### config.mk
export PLATFORM = sky130hd
export DESIGN_NAME = six_bit_serializer
export DESIGN_NICKNAME = d
export VERILOG_FILES = /design/src/rtl/six_bit_serializer.sv
export SDC_FILE = /design/constraint.sdc
export NUM_CORES = 1
export LEC_CHECK = 0
export ABC_CLOCK_PERIOD_IN_PS = 2450
export CAP_MARGIN = 30
export CORE_ASPECT_RATIO = 1.2
export CORE_UTILIZATION = 25
export CTS_CLUSTER_DIAMETER = 100
export DETAILED_ROUTE_END_ITERATION = 6
export HOLD_SLACK_MARGIN = 0.12
export PLACE_DENSITY = 0.45
export REMOVE_ABC_BUFFERS = 1
export SLEW_MARGIN = 25
export SYNTH_ARGS = -nofsm -noshare
export SYNTH_HDL_FRONTEND = slang
export SYNTH_SLANG_ARGS = --single-unit
### constraint.sdc
create_clock -name clk -period 2.45 [get_ports clk]
set_input_delay 0.49 -clock clk [delete_from_list [all_inputs] [get_ports clk]]
set_output_delay 0.49 -clock clk [all_outputs]
set_load 0.02 [all_outputs]
### src/rtl/six_bit_serializer.sv
// Parallel-in, serial-out stage: takes a word over load/ready and drives it one
// bit per clock on w, with optional even parity and back-to-back frame reload.
module six_bit_serializer #(
  parameter int WIDTH     = 6,
  parameter bit MSB_FIRST = 1'b1,
  parameter bit PARITY    = 1'b0
) (
  input  logic             clk,
  input  logic             clr,
  input  logic [WIDTH-1:0] din,
  input  logic             load,
  output logic             ready,
  output logic             w,
  output logic             wvalid,
  output logic             done,
  output logic             busy
);

  localparam int FL = WIDTH + (PARITY ? 1 : 0);
  localparam int CW = (FL > 1) ? $clog2(FL) : 1;
  localparam logic [CW-1:0] LAST = CW'(FL - 1);
  localparam logic [CW-1:0] PIDX = CW'(WIDTH);

  typedef enum logic {IDLE, SHIFT} state_t;

  state_t           state_q, state_d;
  logic [WIDTH-1:0] sreg_q, sreg_d;
  logic [CW-1:0]    cnt_q, cnt_d;
  logic             par_q, par_d;

  always_ff @(posedge clk or negedge clr) begin
    if (!clr) begin
      state_q <= IDLE;
      sreg_q  <= '0;
      cnt_q   <= '0;
      par_q   <= 1'b0;
    end else begin
      state_q <= state_d;
      sreg_q  <= sreg_d;
      cnt_q   <= cnt_d;
      par_q   <= par_d;
    end
  end

  assign busy   = (state_q == SHIFT);
  assign wvalid = busy;
  assign done   = busy && (cnt_q == LAST);
  assign ready  = (state_q == IDLE) || done;

  // The parity slot follows the data bits; the shift register is ignored there.
  always_comb begin
    w = 1'b0;
    if (busy) begin
      if (PARITY && (cnt_q == PIDX)) w = par_q;
      else                           w = MSB_FIRST ? sreg_q[WIDTH-1] : sreg_q[0];
    end
  end

  always_comb begin
    state_d = state_q;
    sreg_d  = sreg_q;
    cnt_d   = cnt_q;
    par_d   = par_q;
    if (load && ready) begin
      state_d = SHIFT;
      sreg_d  = din;
      par_d   = ^din;
      cnt_d   = '0;
    end else if (done) begin
      state_d = IDLE;
      sreg_d  = '0;
      cnt_d   = '0;
      par_d   = 1'b0;
    end else if (busy) begin
      cnt_d  = cnt_q + CW'(1);
      sreg_d = MSB_FIRST ? (sreg_q << 1) : (sreg_q >> 1);
    end
  end

endmodule

==> impl_metrics.py <==
metrics = {
    "run_status": {
        "status": "finished, final reports clean",
    },
    "layout": {
        "layout_commonest_cell": "clkdlybuf4s50_1",
        "antenna_cells": 0,
        "nNetsFinal": 77,
        "instances_no_fill": 95,
        "n_fill_cell": 216,
        "finalInstanceArea_um2": 743,
        "areaGrowthSynthToFinish_pct": 32.9,
        "final_cell_mix": "clkdlybuf4s50_1, dfrtp_1, mux2i_1, nor2_1, a221o_1",
        "drive_gt1_share_pct": 15.4,
    },
    "critical_path": {
        "crit_path_top_delay_cell": "clkdlybuf4s50_1",
        "crit_start": "cnt_q[1]",
        "critPathCaptureType": "output port",
        "crit_family": "buffers and inverters",
        "r2r_start": "cnt_q[1]",
        "crit_path_max_incr_delay_ns": 0.59,
        "critical_path_class": "flip-flop to output port",
        "critPathArrivalTime_ns": 1.72,
        "path_max_fanout": 5,
        "worst_setup_path_start_kind": "flip-flop",
        "path_buf_inv": 2,
        "crit_chain": "inv_1 > ha_2 > and3_2 > clkdlybuf4s50_1",
        "required_ns": 1.96,
    },
    "clock_tree": {
        "clkTransAtPathRegs_ns": 0.07,
        "cts.sinks": 10,
        "h-tree-depth": 1,
        "cts_tree": "built",
        "clk_latency_ns": 0.26,
        "clockRootBuffer": "clkbuf_4",
        "cts_buffer_depth": 2,
        "cts_made_buffers": 3,
    },
    "placement": {
        "hpwl_um": 859,
        "gp_congestion": 0.659,
        "place_inst": 91,
        "portBuffers": 13,
        "placedInstanceArea_um2": 702,
    },
    "sta": {
        "relSlewSlack_pct": 64.2,
        "post-route-period-util_pct": 90.3,
        "rsz0062_at_grt": "false",
        "hold_viol": 0,
        "fin_crit_ns": 2.21,
        "tns_ns": 0,
        "tightest_slew_ns": 0.536,
        "setup_viol": 0,
        "slew_viol_final": 0,
        "whs_ns": 0.522,
        "skew_ns": 0.00135,
        "fmax_mhz": 452,
    },
    "detailed_routing": {
        "firstDrtPassIters": 4,
        "drt-total-wl_mm": 1.18,
        "dr.first_iter.drc_count": 2,
        "via_per_inst": 4.53,
        "drtAntennaViolNets": 0,
        "vias": 430,
        "route.detailed.drc": 0,
        "post_drt_wl_per_cell_um": 12.4,
    },
    "floorplan": {
        "initial_utilization_pct": 26.7,
        "rows": 18,
        "die_h_um": 53.8,
        "die_area_um2": 2430,
        "design.core.area_um2": 2090,
        "die_x_um": 45.2,
        "io_pins": 14,
    },
    "grt": {
        "grt_first_pass_wirelength_mm": 2.08,
        "grt_pass1_vias": 471,
        "grt_usage_pct": 12.5,
        "grt_overflow_total": 0,
        "antenna_found_initial": 0,
        "grt_max_degree": 12,
    },
    "synth": {
        "syn_area_um2": 559,
        "seq_area_frac_synth_pct": 44.7,
        "ys_ff_latch": 10,
        "yosysUniqueCellTypes": 22,
        "ys_warn_count": 0,
        "syn_inst": 52,
        "postSynthAreaPerCell_um2": 10.8,
    },
    "job": {
        "drv_cap": 0,
    },
    "power": {
        "max-vdd-ir-drop_mv": 0.367,
        "p_leak_nw": 0.358,
        "cellPowerDensity_nw_per_um2": 1030,
    },
    "min_path": {
        "worstHoldPathType": "flip-flop to flip-flop",
        "min_from": "sreg_q[2]",
    },
}
-- state kept, by name, indices dropped and copies added, names as in the netlist --
| signal | flops |
|---|---|
| cnt_q | 3 |
| sreg_q | 6 |
| busy | 1 |
-- cell usage after synthesis --
cell | n | area share (%)
a21oi_1 | 1 | 0.89
a221o_1 | 5 | 8.9
a22o_1 | 1 | 1.6
and2_1 | 1 | 1.1
and2_4 | 1 | 1.6
and3_2 | 2 | 2.7
buf_2 | 2 | 1.8
buf_4 | 1 | 1.3
buf_6 | 1 | 2.0
clkbuf_1 | 1 | 0.67
dfrtp_1 | 10 | 45
ha_1 | 2 | 4.5
inv_1 | 2 | 1.3
mux2i_1 | 8 | 14
nand2_1 | 1 | 0.67
nand2_2 | 1 | 1.1
nand2b_1 | 1 | 1.1
nand3b_1 | 1 | 1.3
nor2_1 | 7 | 4.7
o21ai_0 | 1 | 0.89
o31ai_1 | 1 | 1.3
or2b_1 | 1 | 1.3
-- logic make-up after synthesis --
logic type | count (synthesis) | synth area share [%]
AOI/OAI and AO/OA | 9 | 13.6
adders and majority gates | 2 | 4.47
buffers and inverters | 7 | 7.16
DFF | 10 | 44.7
muxes | 8 | 14.3
and+or+nand+nor | 16 | 15.7
-- per-layer routing --
layer | part of all wire, % | routed length [µm] | global-route usage [%] | up-vias
met3 | 2.5 | 30 | 2.01 | 2
met4 | 1.4 | 17 | 9.09 | 0
met5 | 0 | 0 | 0 | -
met1 | 44 | 518 | 13.4 | 211
li1 | - | - | - | 209
met2 | 52 | 614 | 22.0 | 8
-- layout make-up --
cell class / count / area, µm² / area share, %
clock buffer: 4 / 36.3 / 4.88
inverter: 2 / 7.51 / 1.01
multi-input combinational: 35 / 272 / 36.5
sequential: 10 / 250 / 33.7
tap: 30 / 37.5 / 5.05
timing repair buffer: 14 / 140 / 18.9
-- metrics by stage --
stage	worst slack [ns]	total power, mW	util (%)
floorplan	0.825	0.492	-
global placement	0.390	0.624	33.5
detailed placement	0.346	0.626	33.5
CTS	0.0432	0.781	35.2
global route	0.149	0.838	35.5
finish	0.237	0.769	35.5
-- worst reg2reg max path: stages, from the launching register on --
cell,delay (ns)
dfrtp_1,0.38
inv_1,0.08
ha_2,0.22
nand2_2,0.07
and2_4,0.19
a221o_1,0.35
-- timing repair --
| item | 4_1_cts | 5_1_grt |
|---|---|---|
| setup buffers | 0 | 0 |
| endpoints found under the hold margin | 0 | 0 |
| gates resized for setup | 0 | 2 |
| endpoints found under the setup margin | 0 | 1 |
| hold buffers | 0 | 0 |
-- final timing paths --
path / endpoint / slack [ns] / cells after the start
max: done / 0.24 / 4
min: sreg_q[3] / 0.52 / 1
max reg2reg: sreg_q[1] / 1.06 / 5
min reg2reg: sreg_q[3] / 0.52 / 1
max in group asynchronous: busy / 1.59 / 1
min in group asynchronous: sreg_q[0] / 0.54 / 1
-- power by group --
group	total, mW	leakage, nW	internal [mW]	switching [mW]
Sequential	0.280	0.127	0.225	0.0552
Combinational	0.337	0.210	0.183	0.154
Clock	0.152	0.0210	0.0902	0.0614
Total	0.769	0.358	0.498	0.271
Power figures use the tool's default switching activity.
